==> src/rtl/warp_sched_pkg.sv <==
// Shared encodings for the warp scheduler and the blocks it talks to
// (fetcher, LSUs): core state codes, LSU state codes, fetcher FETCHED code.
package warp_sched_pkg;

  typedef enum logic [2:0] {
    CORE_IDLE    = 3'b000,
    CORE_FETCH   = 3'b001,
    CORE_DECODE  = 3'b010,
    CORE_REQUEST = 3'b011,
    CORE_WAIT    = 3'b100,
    CORE_EXECUTE = 3'b101,
    CORE_UPDATE  = 3'b110,
    CORE_DONE    = 3'b111
  } core_state_e;

  localparam logic [1:0] LSU_IDLE       = 2'b00;
  localparam logic [1:0] LSU_REQUESTING = 2'b01;
  localparam logic [1:0] LSU_WAITING    = 2'b10;
  localparam logic [1:0] LSU_DONE       = 2'b11;

  localparam logic [2:0] FETCHER_FETCHED = 3'b010;

  function automatic logic lsu_busy(input logic [1:0] s);
    return (s == LSU_REQUESTING) || (s == LSU_WAITING);
  endfunction

endpackage

==> src/rtl/rr_warp_picker.sv <==
// Combinational round-robin picker: searches the warps after cur_idx
// (wrapping, cur_idx itself considered last) for the first one whose
// warp_done bit is clear.
// Ports:
//   warp_done  in   per-warp retired mask (1 = not schedulable)
//   cur_idx    in   index of the warp that just ran
//   found      out  a live warp exists
//   next_idx   out  index of that warp (cur_idx when none found)
module rr_warp_picker #(
  parameter int NUM_WARPS = 4,
  localparam int WARP_ID_BITS = $clog2(NUM_WARPS)
) (
  input  logic [NUM_WARPS-1:0]    warp_done,
  input  logic [WARP_ID_BITS-1:0] cur_idx,
  output logic                    found,
  output logic [WARP_ID_BITS-1:0] next_idx
);

  logic [WARP_ID_BITS-1:0] cand;

  // Walk offsets from farthest to nearest so the nearest live warp wins;
  // offset NUM_WARPS truncates to cur_idx itself. NUM_WARPS is a power of
  // two, so the truncating add is the modulo wrap.
  always_comb begin
    found    = 1'b0;
    next_idx = cur_idx;
    cand     = cur_idx;
    for (int i = NUM_WARPS; i >= 1; i--) begin
      cand = cur_idx + WARP_ID_BITS'(i);
      if (!warp_done[cand]) begin
        found    = 1'b1;
        next_idx = cand;
      end
    end
  end

endmodule

==> src/rtl/warp_scheduler.sv <==
// Multi-warp core scheduler. Sequences one compute core through
// FETCH/DECODE/REQUEST/WAIT/EXECUTE/UPDATE, one instruction per warp turn,
// rotating round-robin over the launched warps and retiring each on RET.
// Optional build macro: WARP_DIVERGENCE_CHECK_EN adds a sticky 'diverged'
// output flagging UPDATEs where enabled threads disagree on next PC.
// Ports:
//   clk, reset                  clock, async active-high reset
//   start, warps_launched       kernel launch (IDLE only), warp count
//   decoded_mem_read_enable     decoded load (informational)
//   decoded_mem_write_enable    decoded store (informational)
//   decoded_ret                 decoded RET
//   fetcher_state               fetcher FSM state
//   lsu_state                   per-thread LSU state
//   thread_enable               active threads of the current warp
//   next_pc                     per-thread next PC
//   current_pc, active_warp     selected warp and its PC
//   core_state                  scheduler state code
//   done                        all launched warps retired
//   diverged                    (macro only) sticky divergence flag
//
// state   | meaning
// IDLE    | waiting for start
// FETCH   | waiting for fetcher to report FETCHED
// DECODE  | decoder cycle
// REQUEST | LSUs issue requests
// WAIT    | stall while any enabled LSU is requesting/waiting
// EXECUTE | ALU cycle
// UPDATE  | commit PC or retire warp, pick next warp
// DONE    | all warps retired, hold until reset
module warp_scheduler
  import warp_sched_pkg::*;
#(
  parameter int NUM_WARPS        = 4,
  parameter int THREADS_PER_WARP = 4,
  parameter int PC_BITS          = 8,
  localparam int WARP_ID_BITS    = $clog2(NUM_WARPS)
) (
  input  logic                                      clk,
  input  logic                                      reset,
  input  logic                                      start,
  input  logic [WARP_ID_BITS:0]                     warps_launched,
  input  logic                                      decoded_mem_read_enable,
  input  logic                                      decoded_mem_write_enable,
  input  logic                                      decoded_ret,
  input  logic [2:0]                                fetcher_state,
  input  logic [THREADS_PER_WARP-1:0][1:0]          lsu_state,
  input  logic [THREADS_PER_WARP-1:0]               thread_enable,
  input  logic [THREADS_PER_WARP-1:0][PC_BITS-1:0]  next_pc,
  output logic [PC_BITS-1:0]                        current_pc,
  output logic [WARP_ID_BITS-1:0]                   active_warp,
  output logic [2:0]                                core_state,
  output logic                                      done
`ifdef WARP_DIVERGENCE_CHECK_EN
  ,
  output logic                                      diverged
`endif
);

  localparam int TID_BITS = (THREADS_PER_WARP > 1) ? $clog2(THREADS_PER_WARP) : 1;

  core_state_e             state;
  logic [PC_BITS-1:0]      warp_pc [NUM_WARPS];
  logic [NUM_WARPS-1:0]    warp_done;

  logic [TID_BITS-1:0]     lead;
  logic [PC_BITS-1:0]      upd_pc;
  logic                    lsu_wait;
  logic                    div_now;
  logic [WARP_ID_BITS:0]   n_eff;
  logic [NUM_WARPS-1:0]    launch_mask;
  logic [NUM_WARPS-1:0]    done_after;
  logic                    pick_found;
  logic [WARP_ID_BITS-1:0] pick_idx;
  logic                    unused_mem_flags;

  assign core_state       = state;
  assign unused_mem_flags = decoded_mem_read_enable ^ decoded_mem_write_enable;

  // Lead thread supplies the warp's next PC; with no thread enabled the
  // last lane is used.
  always_comb begin
    lead = TID_BITS'(THREADS_PER_WARP - 1);
    for (int i = THREADS_PER_WARP - 1; i >= 0; i--)
      if (thread_enable[i]) lead = TID_BITS'(i);
  end
  assign upd_pc = next_pc[lead];

  always_comb begin
    lsu_wait = 1'b0;
    div_now  = 1'b0;
    for (int i = 0; i < THREADS_PER_WARP; i++) begin
      if (thread_enable[i] && lsu_busy(lsu_state[i])) lsu_wait = 1'b1;
      if (thread_enable[i] && (next_pc[i] != upd_pc)) div_now = 1'b1;
    end
  end

  // Out-of-range launch counts (0 or above NUM_WARPS) run every warp.
  always_comb begin
    n_eff = warps_launched;
    if ((warps_launched == '0) || (warps_launched > (WARP_ID_BITS+1)'(NUM_WARPS)))
      n_eff = (WARP_ID_BITS+1)'(NUM_WARPS);
    for (int i = 0; i < NUM_WARPS; i++)
      launch_mask[i] = ((WARP_ID_BITS+1)'(i) >= n_eff);
  end

  assign done_after = warp_done |
                      (decoded_ret ? (NUM_WARPS'(1) << active_warp) : '0);

  rr_warp_picker #(.NUM_WARPS(NUM_WARPS)) u_picker (
    .warp_done (done_after),
    .cur_idx   (active_warp),
    .found     (pick_found),
    .next_idx  (pick_idx)
  );

  always_ff @(posedge clk or posedge reset) begin
    if (reset) begin
      state       <= CORE_IDLE;
      current_pc  <= '0;
      active_warp <= '0;
      done        <= 1'b0;
      warp_done   <= '1;
      for (int i = 0; i < NUM_WARPS; i++) warp_pc[i] <= '0;
`ifdef WARP_DIVERGENCE_CHECK_EN
      diverged    <= 1'b0;
`endif
    end else begin
      case (state)
        CORE_IDLE: if (start) begin
          warp_done   <= launch_mask;
          active_warp <= '0;
          current_pc  <= '0;
          for (int i = 0; i < NUM_WARPS; i++) warp_pc[i] <= '0;
          state       <= CORE_FETCH;
        end
        CORE_FETCH:   if (fetcher_state == FETCHER_FETCHED) state <= CORE_DECODE;
        CORE_DECODE:  state <= CORE_REQUEST;
        CORE_REQUEST: state <= CORE_WAIT;
        CORE_WAIT:    if (!lsu_wait) state <= CORE_EXECUTE;
        CORE_EXECUTE: state <= CORE_UPDATE;
        CORE_UPDATE: begin
          warp_done <= done_after;
          if (!decoded_ret) begin
            warp_pc[active_warp] <= upd_pc;
`ifdef WARP_DIVERGENCE_CHECK_EN
            if (div_now) diverged <= 1'b1;
`endif
          end
          if (pick_found) begin
            active_warp <= pick_idx;
            // Same warp again: its PC register is being written this cycle.
            current_pc  <= (pick_idx == active_warp) ? upd_pc : warp_pc[pick_idx];
            state       <= CORE_FETCH;
          end else begin
            done  <= 1'b1;
            state <= CORE_DONE;
          end
        end
        CORE_DONE: state <= CORE_DONE;
        default:   state <= CORE_IDLE;
      endcase
    end
  end

endmodule

==> config.mk <==
export PLATFORM = sky130hd
export DESIGN_NAME = warp_scheduler
export DESIGN_NICKNAME = d
export VERILOG_FILES = /design/src/rtl/warp_sched_pkg.sv /design/src/rtl/rr_warp_picker.sv /design/src/rtl/warp_scheduler.sv
export SDC_FILE = /design/constraint.sdc
export NUM_CORES = 1
export LEC_CHECK = 0
export CAP_MARGIN = 20
export CORE_MARGIN = 2
export CORE_UTILIZATION = 28
export CTS_BUF_LIST = sky130_fd_sc_hd__clkbuf_8 sky130_fd_sc_hd__clkbuf_16
export DETAILED_ROUTE_END_ITERATION = 7
export PLACE_DENSITY = 0.6
export REMOVE_ABC_BUFFERS = 1
export SYNTH_ARGS = -nofsm -noshare
export SYNTH_HDL_FRONTEND = slang
export SYNTH_SLANG_ARGS = --single-unit
==> constraint.sdc <==
create_clock -name clk -period 7.2 [get_ports clk]
set_input_delay 2.16 -clock clk [delete_from_list [all_inputs] [get_ports clk]]
set_output_delay 2.16 -clock clk [all_outputs]
set_load 0.01 [all_outputs]
# [After elaboration in Yosys (flattened, before gate mapping)]
# Index checks and enable logic that the tools add are counted.
[word_totals] reg_bits=50 latch_bits=0 mem_bits_rw=0 rom_bits=0 input_bits=56 output_inout_bits=14 word_cells=119 mem_count=0
[op_classes] add_sub_neg=3 n_mul=0 n_div=0 n_lt_le_gt_ge=13 n_eq_ne=22 shift=1 muxes=49 bitwise_logic=4 n_reduce_logical=18
[op_table] op="32-bit two-way mux" n=2
[op_table] op="32-bit case mux with 2 select lines" n=1
[op_table] op="8-bit two-way mux" n=7
[op_table] op="8-bit binary-select mux with 2-bit select" n=2
[op_table] op="32-bit bitwise mux" n=1
[op_table] op="3-bit case mux with 8 select lines" n=1
[op_table] op="8-bit demux with 2-bit select" n=1
[op_table] op="8-bit case mux with 2 select lines" n=1
[op_table] op="2-bit by 3-bit < comparator with 1-bit output (second input constant)" n=5
[op_table] op="3-bit two-way mux" n=5
[op_table] op="2-bit two-way mux" n=7
[op_table] op="1-bit two-way mux" n=13
[op_table] op="3-bit == test (second input constant)" n=4
[op_table] op="2-bit != test (second input constant)" n=5
[op_table] op="3-bit by 2-bit == test with 1-bit output (second input constant)" n=3
[op_table] op="3-bit AND reduction" n=3
[op_table] op="1-bit binary-select mux with 2-bit select" n=4
[op_table] op="2-bit by 1-bit == test with 1-bit output (second input constant)" n=4
[op_table] op="2-bit == test (second input constant)" n=4
[op_table] op="4-bit two-way mux" n=2
[op_table] op="4-bit case mux with 2 select lines" n=1
[op_table] op="1-bit by 3-bit >= comparator with 1-bit output (first input constant)" n=2
[op_table] op="2-bit by 3-bit >= comparator with 1-bit output (first input constant)" n=2
[op_table] op="3-bit >= comparator (second input constant)" n=2
[op_table] op="other kinds (16)" n=28

# [Longest topological paths before layout]
[depth] ltp_word=15 depth_mapped=10 ltp_nobuf=8

# [By module]
# From an unflattened synthesis, not the netlist that was laid out.
[hier_totals] hier_cells=271 area_unflattened_um2=2899.0
[modules_own_cells] module="warp_scheduler" instances=1 cells_each=257 area_each_um2=2821.5 seq_area_each_um2=1256.2
[modules_own_cells] module="rr_warp_picker" instances=1 cells_each=14 area_each_um2=77.6 seq_area_each_um2=0.0

# [Least setup slack after synthesis]
# Ideal clock, no wire load.
[synth_timing] path_kind="input port to flip-flop" from="in decoded_ret" to="reg current_pc[1]" setup_ps=141 arrival_time_ps=3835 t_required_ps=7059 slack_ps=3225 cell_stages=8 n_path_buf=2 cell_sequence="buf_6 > a21o_1 > mux4_2 > a22oi_4 > xnor2_4 > buf_6 > mux2i_1 > o221ai_1"
[synth_between] elab_chain_cells=14 elab_cells_between_ends=27 cone_classes="eq/ne: 2; mux: 22; bitwise: 2; reduce/logical: 1"
[synth_lines] item="start: declaration" line="warp_scheduler.sv:44" source="input logic decoded_ret,"
[synth_lines] item="4-bit two-way mux (*)" line="warp_scheduler.sv:107" source="(decoded_ret ? (NUM_WARPS'(1) << active_warp) : '0);"
[synth_lines] item="4-bit bitwise OR (*)" line="warp_scheduler.sv:106" source="assign done_after = warp_done |"
[synth_lines] item="1-bit binary-select mux with 2-bit select" line="rr_warp_picker.sv:30" source="if (!warp_done[cand]) begin"
[synth_lines] item="1-bit two-way mux (implied by the code)" line="rr_warp_picker.sv:30"
[synth_lines] item="2-bit two-way mux (3 in a row)" line="rr_warp_picker.sv:30"
[synth_lines] item="2-bit NOT with 3-bit output (implied by the code)" line="warp_scheduler.sv:152" source="current_pc <= (pick_idx == active_warp) ? upd_pc : warp_pc[pick_idx];"
[synth_lines] item="8-bit binary-select mux with 2-bit select" line="warp_scheduler.sv:152"
[synth_lines] item="8-bit two-way mux (implied by the code) (2 in a row)" line="warp_scheduler.sv:152"
[synth_lines] item="8-bit two-way mux" line="warp_scheduler.sv:152"
[synth_lines] item="8-bit two-way mux" line="warp_scheduler.sv:149" source="if (pick_found) begin"
[synth_lines] item="8-bit case mux with 2 select lines" line="warp_scheduler.sv:128" source="case (state)"
[synth_lines] item="end signal: assignment" line="warp_scheduler.sv:152"
[synth_lines] item="end: declaration" line="warp_scheduler.sv:49" source="output logic [PC_BITS-1:0] current_pc,"
# Every way passes the cells marked *; elsewhere a longest branch is shown, timed or not. The select of a mux whose other input is x is not followed.
# A chain may end at the register's enable or synchronous reset.

# [Worst setup path after layout]
[layout_timing] from="in decoded_ret" to="reg current_pc[4]"
# Same word-level chain as after synthesis.

==> summary.md <==
The upper clock frequency limit came out at 217 MHz. Synthesized area: 2850 um2. Sequential cells account for 36.5% of the total power. At the placement stage, the worst setup path has a slack of 2.28 ns. The library cell used most frequently in the layout, excluding fill and tap cells, is sky130_fd_sc_hd__clkdlybuf4s50_1. The final count of pins violating max slew came out at 0.

After detailed routing, the average wire length per cell comes to 13.9 um. The global placement routability congestion was 0.829; the final critical-path share of the clock period was 64.1%. The number of antenna cells inserted was 0. After detailed routing, the total wire length is 6820 um. For this run the aggregate overflow at the end of global routing stands at 0.

In the global route stage, overall resource usage came out at 12.6%. Leaving out fill and tap cells, the most frequent cells in the layout are sky130_fd_sc_hd__clkdlybuf4s50_1, sky130_fd_sc_hd__dfrtp_1, sky130_fd_sc_hd__nand3_1. Detailed placement finished with a half-perimeter wire length of 4930 um. In the routed design, unresolved DRC markers number 0. Via count of the first global-routing pass: 2355. The critical path in this run is classified as in2reg. For the relative contribution of the clock network to total power, the log shows 13.3%. In this run, synthesis produced a sequential element count of 50. The count of endpoints failing hold in the final timing report came out at 0. For the pin with the worst max-slew slack, the measured transition is 0.819 ns.

The worst setup path is captured at a flip-flop. For the remaining antenna violation count after routing, the log shows 0. For this run, asynchronously set or reset flops after synthesis account for 100%. Post-CTS timing repair inserted 0 buffers for setup. Measured against its own limit, the worst slew margin works out to 45.4%. The run gives 0.505 ns as the final-layout worst hold slack.

The number of setup violations in the final report is 0. After synthesis, the netlist uses 39 different library cells. For the cts-stage hold buffer count, the log shows 0. The number of buffers inserted by port buffering is 67.

The core region is 9820 um2. The count of maximum capacitance violations is 0, and the synthesis-to-layout area growth is 30.5%. Counting flops with a built-in enable in the synthesized netlist gives 0.

The total I/O pin count was 70; the maximum fanout along the worst path was 10. Setup repair after global routing left no endpoint under its margin. The clock skew was 0.00613 ns.

The flow ran to the end, and the final reports show no timing, DRC or antenna violations. The cell area power density was 334 nW/um2. The logs give 7.41 ns for the required time of the worst setup path and 0 for the post-cts gate resize count.

In the routed layout, each cell is associated on average with a via count of 5.10. The number of standard cells in the final layout excluding fillers came out at 489. CTS built an H-tree with a depth of 2. The total leakage power was 1.56 nW; the final total negative setup slack was 0 ns.

The maximum number of buffers from clock root to sink was 2; the fraction of power spent switching nets was 39.3%. The post-synthesis simple-gate area fraction was 15.2%. Clock tree synthesis selected as its root buffer the cell sky130_fd_sc_hd__clkbuf_8. For the clock network latency to the later pin of the worst-skew pair, the log shows 0.30 ns.

The top cell type's share of synthesized area is 40.4%, and the area fraction in compound gates after synthesis is 20.5%. The starting utilization of the core area is 29.0%. The tools report the number of nets in the layout as 416. The global-route wire length before repair was 11300 um. The synthesized-area fraction occupied by adder cells is 2.20%, and the total internal power is 0.000753 W.

Counting the buffers created by CTS gives 5. After synthesis, the share of cell area in mux cells is 12.2%. By area the synthesized netlist is led by sky130_fd_sc_hd__dfrtp_1, sky130_fd_sc_hd__mux2i_1, sky130_fd_sc_hd__nand3_1. In the synthesized netlist the dominant register cell turns out to be sky130_fd_sc_hd__dfrtp_1. The worst setup path is launched from an input port. The class of the tightest hold or removal check is reg2reg. Across all register-to-register paths, the minimum setup slack is 4.12 ns. The clock-pin slew reported for the worst setup and hold paths after clock tree synthesis works out to 0.09 ns. Overall power consumption after layout is estimated at 0.00124 W. Largest family of logic cells by synthesized area: compound AO/OA/AOI/OAI gates. The initial antenna violation count was 0; the xor/xnor share of the synthesized area was 2.20%. Detailed-routing iteration count for the pre-antenna-repair pass: 4. During synthesis, Yosys emitted a total of 0 warnings.

VDD sags by at most 150 uV. For this block, the initial DRC count from the detailed router was 111. The height of the die is 105 um, and the number of cell rows is 36. At the worst endpoint, the arrival time is 4.82 ns. The fraction of layout instances using a drive strength above 1 works out to 8.71%. The final critical-path required period was 4.62 ns; the cell count after placement was 480. After synthesis, the mean cell area works out to 9.62 um2. Across all setup checks in the final design, the least slack found is 2.58 ns.

The tools report the fraction of the yosys area taken by sequential cells as 44.1%. Leading area contributor after synthesis: sky130_fd_sc_hd__dfrtp_1. The logs give 50.2% for the part of the power in combinational logic and 2492 for the via count. The floorplan step set the die width to 105 um.

The clock sink count is 50, and the synthesized netlist cell count is 296. The tools report the total net switching power as 0.000488 W. The logs give 11000 um2 for the die area and 51 for the maximum number of pins on one net before global-route repair. TritonCTS built the clock tree.
-- path summary, 6_finish.rpt --
path,start,to,cells past startpoint
worst min register to register,warp_pc[17],warp_pc[17],2
worst max register to register,active_warp[0],current_pc[4],7
worst min-delay path,warp_pc[17],warp_pc[17],2
worst max-delay path,decoded_ret,current_pc[4],7
min in group asynchronous,reset,core_state[1],2
max in group asynchronous,reset,warp_done[2],3
-- synthesized netlist by cell type, drive strengths merged (2+ instances only) --
library cell,count
inv,4
or2,10
dfstp,4
nand2,24
mux4,2
mux2i,29
a21oi,28
nor2,4
buf,6
nor3,2
clkbuf,11
ha,5
or3,3
a2bb2oi,8
a21o,4
dfrtp,46
o221ai,8
nand3,39
o21ai,39
xor2,4
-- through the flow --
step                      util, %  instance area [um2]
final                        37.9                 3720
after global routing         37.9                 3720
after CTS                    37.7                 3700
after detailed placement     36.7                 3610
after global placement       36.7                 3610
after floorplan                 -                 2760
-- sequential cells by signal, summed over array words and instances, names as in the netlist --
register,cells
active_warp,2
core_state,3
current_pc,8
done,1
warp_done,4
warp_pc,32
-- kinds of logic (layout without fill, tap and decap cells) --
group                      count (synthesis)  after routing
DFF                                       50             50
and+or+nand+nor                           88             88
buffers and inverters                     21             81
AOI/OAI and AO/OA                         95             95
muxes                                     32             32
adders and majority gates                  5              5
xor gates and xnor gates                   5              5
-- final cells by class --
type                       count  area (um2)
tap                          133         166
clock buffer                   6        82.6
fill                        1011        6100
multi-input combinational    225        1490
timing repair buffer          69         698
sequential                    50        1260
inverter                       4        17.5
clock inverter                 2        8.76
-- power groups by stage --
stage	Clock [W]	Sequential, W	Combinational, W
4_1_cts	0.000170	0.000453	0.000625
6_report	0.000165	0.000453	0.000623
2_1_floorplan	0	0.000454	0.000418
3_5_place_dp	0	0.000458	0.000622
5_1_grt	0.000183	0.000466	0.000679
3_3_place_gp	0	0.000455	0.000615
-- worst max-delay path, cell delays in order --
cell and delay (ns):
sky130_fd_sc_hd__clkdlybuf4s50_1 0.65, sky130_fd_sc_hd__a21oi_1 0.18, sky130_fd_sc_hd__mux2i_1 0.40, sky130_fd_sc_hd__nand4_1 0.38, sky130_fd_sc_hd__a21oi_1 0.77, sky130_fd_sc_hd__a2bb2oi_1 0.16, sky130_fd_sc_hd__o221ai_1 0.11
-- routing by layer --
metal,global-route usage (%),share of wire [%]
met5,0,0
met4,4.57,1.5
met3,3.18,6.3
met2,20.2,47
met1,16.4,45
Power figures use the tool's default switching activity.
==> edit, RTL diff (config.mk and constraints unchanged) <==
Set the parameter `PC_BITS` to 6 (it was 8).
--- a/src/rtl/warp_scheduler.sv
+++ b/src/rtl/warp_scheduler.sv
@@ -32,7 +32,7 @@
 #(
   parameter int NUM_WARPS        = 4,
   parameter int THREADS_PER_WARP = 4,
-  parameter int PC_BITS          = 8,
+  parameter int PC_BITS          = 6,
   localparam int WARP_ID_BITS    = $clog2(NUM_WARPS)
 ) (
   input  logic                                      clk,
Ports: changed (resized current_pc and next_pc); port bits go from 70 to 60. No check against the original RTL was run, so the function may have changed too.
==> edit against the original RTL <==
- routed wire length shrank 6.3%
- setup slack lost 0.097 ns
- die area shrank 13%
- synthesized area shrank 13%
- final area shrank 13%
- total power shrank 9.5%
- sequential cell count shrank 10
- combinational power shrank 10%
- critical endpoint is now current_pc[5]
- highest routed layer unchanged
==> edit: results (changes against the original RTL) <==
placed_design:
  dp_slack_ns: 2.19  # -0.0908 ns
  port_buffers: 57  # -15%
  gp_congestion: 0.834  # +0.60%
  post-dp-hpwl_um: 4810  # -2.4%
  place_area_sq_um: 3130  # -13%
cts:
  post_cts_buffers: 0  # unchanged
  cts_made_buffers: 5  # unchanged
  cts.path.max_buffers: 2  # unchanged
  root_buffer: "clkbuf_8"
  post_cts_resized: 0  # unchanged
route:
  highest_layer: "met4"
  dr_wl_met2_um: 2850  # -11%
  drt-met1-wl_um: 3000  # -3.1%
  wl_um: 6390  # -6.3%
  drt_iter0_markers: 109  # -1.8%
  vias_per_cell: 5.07  # -0.48%
  dr_wl_met3_um: 457  # +6.3%
  via_count: 2201  # -12%
  first_pass_iters: 4  # unchanged
cells_and_area:
  nFillCells: 884  # -13%
  fin_nets: 378  # -9.1%
  reg_top3: "warp_pc x24, current_pc x6, warp_done x4"
  drive_gt1_frac: 0.0798  # -0.00732
global_route:
  met1_usage: 0.184  # +0.0200
  grt_max_degree: 41  # -20%
  antenna_found_initial: 0  # unchanged
  met3_usage: 0.0344  # +0.00254
  grt_pass1_wl_um: 10900  # -3.2%
  grt.met2_usage: 0.221  # +0.0191
  grtUsageTotal: 0.139  # +0.0127
synth:
  synthTopCellsByArea: "dfrtp_1 36%, nand2_1 8.4%, mux2i_1 6.1%"
  async_flop_share: 1.00  # unchanged
  synthTopCellsByCount: "55 x nand2_1, 36 x dfrtp_1, 30 x o21ai_0"
  postSynthCellCount: 270  # -8.8%
  seq_area_frac_synth: 0.408  # -0.0336
  synth_cell_types: 46  # +18%
  ys_warn_count: 0  # unchanged
power_and_ir_drop:
  p_leak_nw: 1.32  # -15%
  peakVddDrop_mv: 0.125  # -17%
worst_setup_path:
  cp_data_arrival_time_ns: 4.93  # +0.11 ns
  critPathMaxFanout: 14  # +4
sta:
  worst_pin_slew_ns: 0.765  # -0.0540 ns
  fin_skew_ns: 0.00847  # +0.00234 ns
status:
  status: "finished clean"
min_path:
  min_path_type: "flip-flop to flip-flop"
==> edit: cell count changes after synthesis, moves of 7 or more <==
cell       delta
dfrtp_1      -10
or2_2         -8
a2bb2oi_1     -7
nor2_1        +7
a21oi_1      -15
o31a_1        +7
o21ai_0       -8
nor2b_1      +11
nand3_1      -38
nand2_1      +31
mux2i_1      -14
==> edit: path summary, 6_finish.rpt <==
kind	start	endpoint	slack, ns	depth (start not counted)
setup / recovery	decoded_ret	current_pc[5]	2.49	6
hold / removal	warp_pc[19]	warp_pc[19]	0.49	2
setup reg to reg	active_warp[0]	current_pc[5]	4.04	7
hold reg to reg	warp_pc[19]	warp_pc[19]	0.49	2
max in group asynchronous	reset	warp_pc[22]	4.54	3
min in group asynchronous	reset	active_warp[0]	2.29	3
==> edit: kinds of logic after synthesis <==
logic type,synth area share
xor gates and xnor gates,0.0177
muxes,0.0791
adders and majority gates,0.0253
DFF,0.407
AOI/OAI and AO/OA,0.280
buffers and inverters,0.0284
and+or+nand+nor,0.162
==> edit: final cells by class <==
class,count,area [sq um],share of cell area
multi-input combinational,215,1390,0.428
sequential,40,1010,0.309
timing repair buffer,59,586,0.180
tap,108,135,0.0416
clock buffer,5,68.8,0.0212
clock inverter,3,47.5,0.0146
inverter,4,15.0,0.00462
==> edit: worst max-delay path, stage by stage <==
cell and delay [ns]:
clkdlybuf4s50_1 0.66, a21oi_1 0.47, nor2_1 0.14, a21oi_1 0.62, or4b_1 0.65, o221ai_2 0.23
==> edit: power breakdown <==
group | total, mW | internal, mW | leakage (nW) | switching [mW]
combinational | 0.561 | 0.260 | 0.734 | 0.301
sequential | 0.372 | 0.299 | 0.530 | 0.0730
clock | 0.190 | 0.104 | 0.0583 | 0.0851
total | 1.12 | 0.663 | 1.32 | 0.459
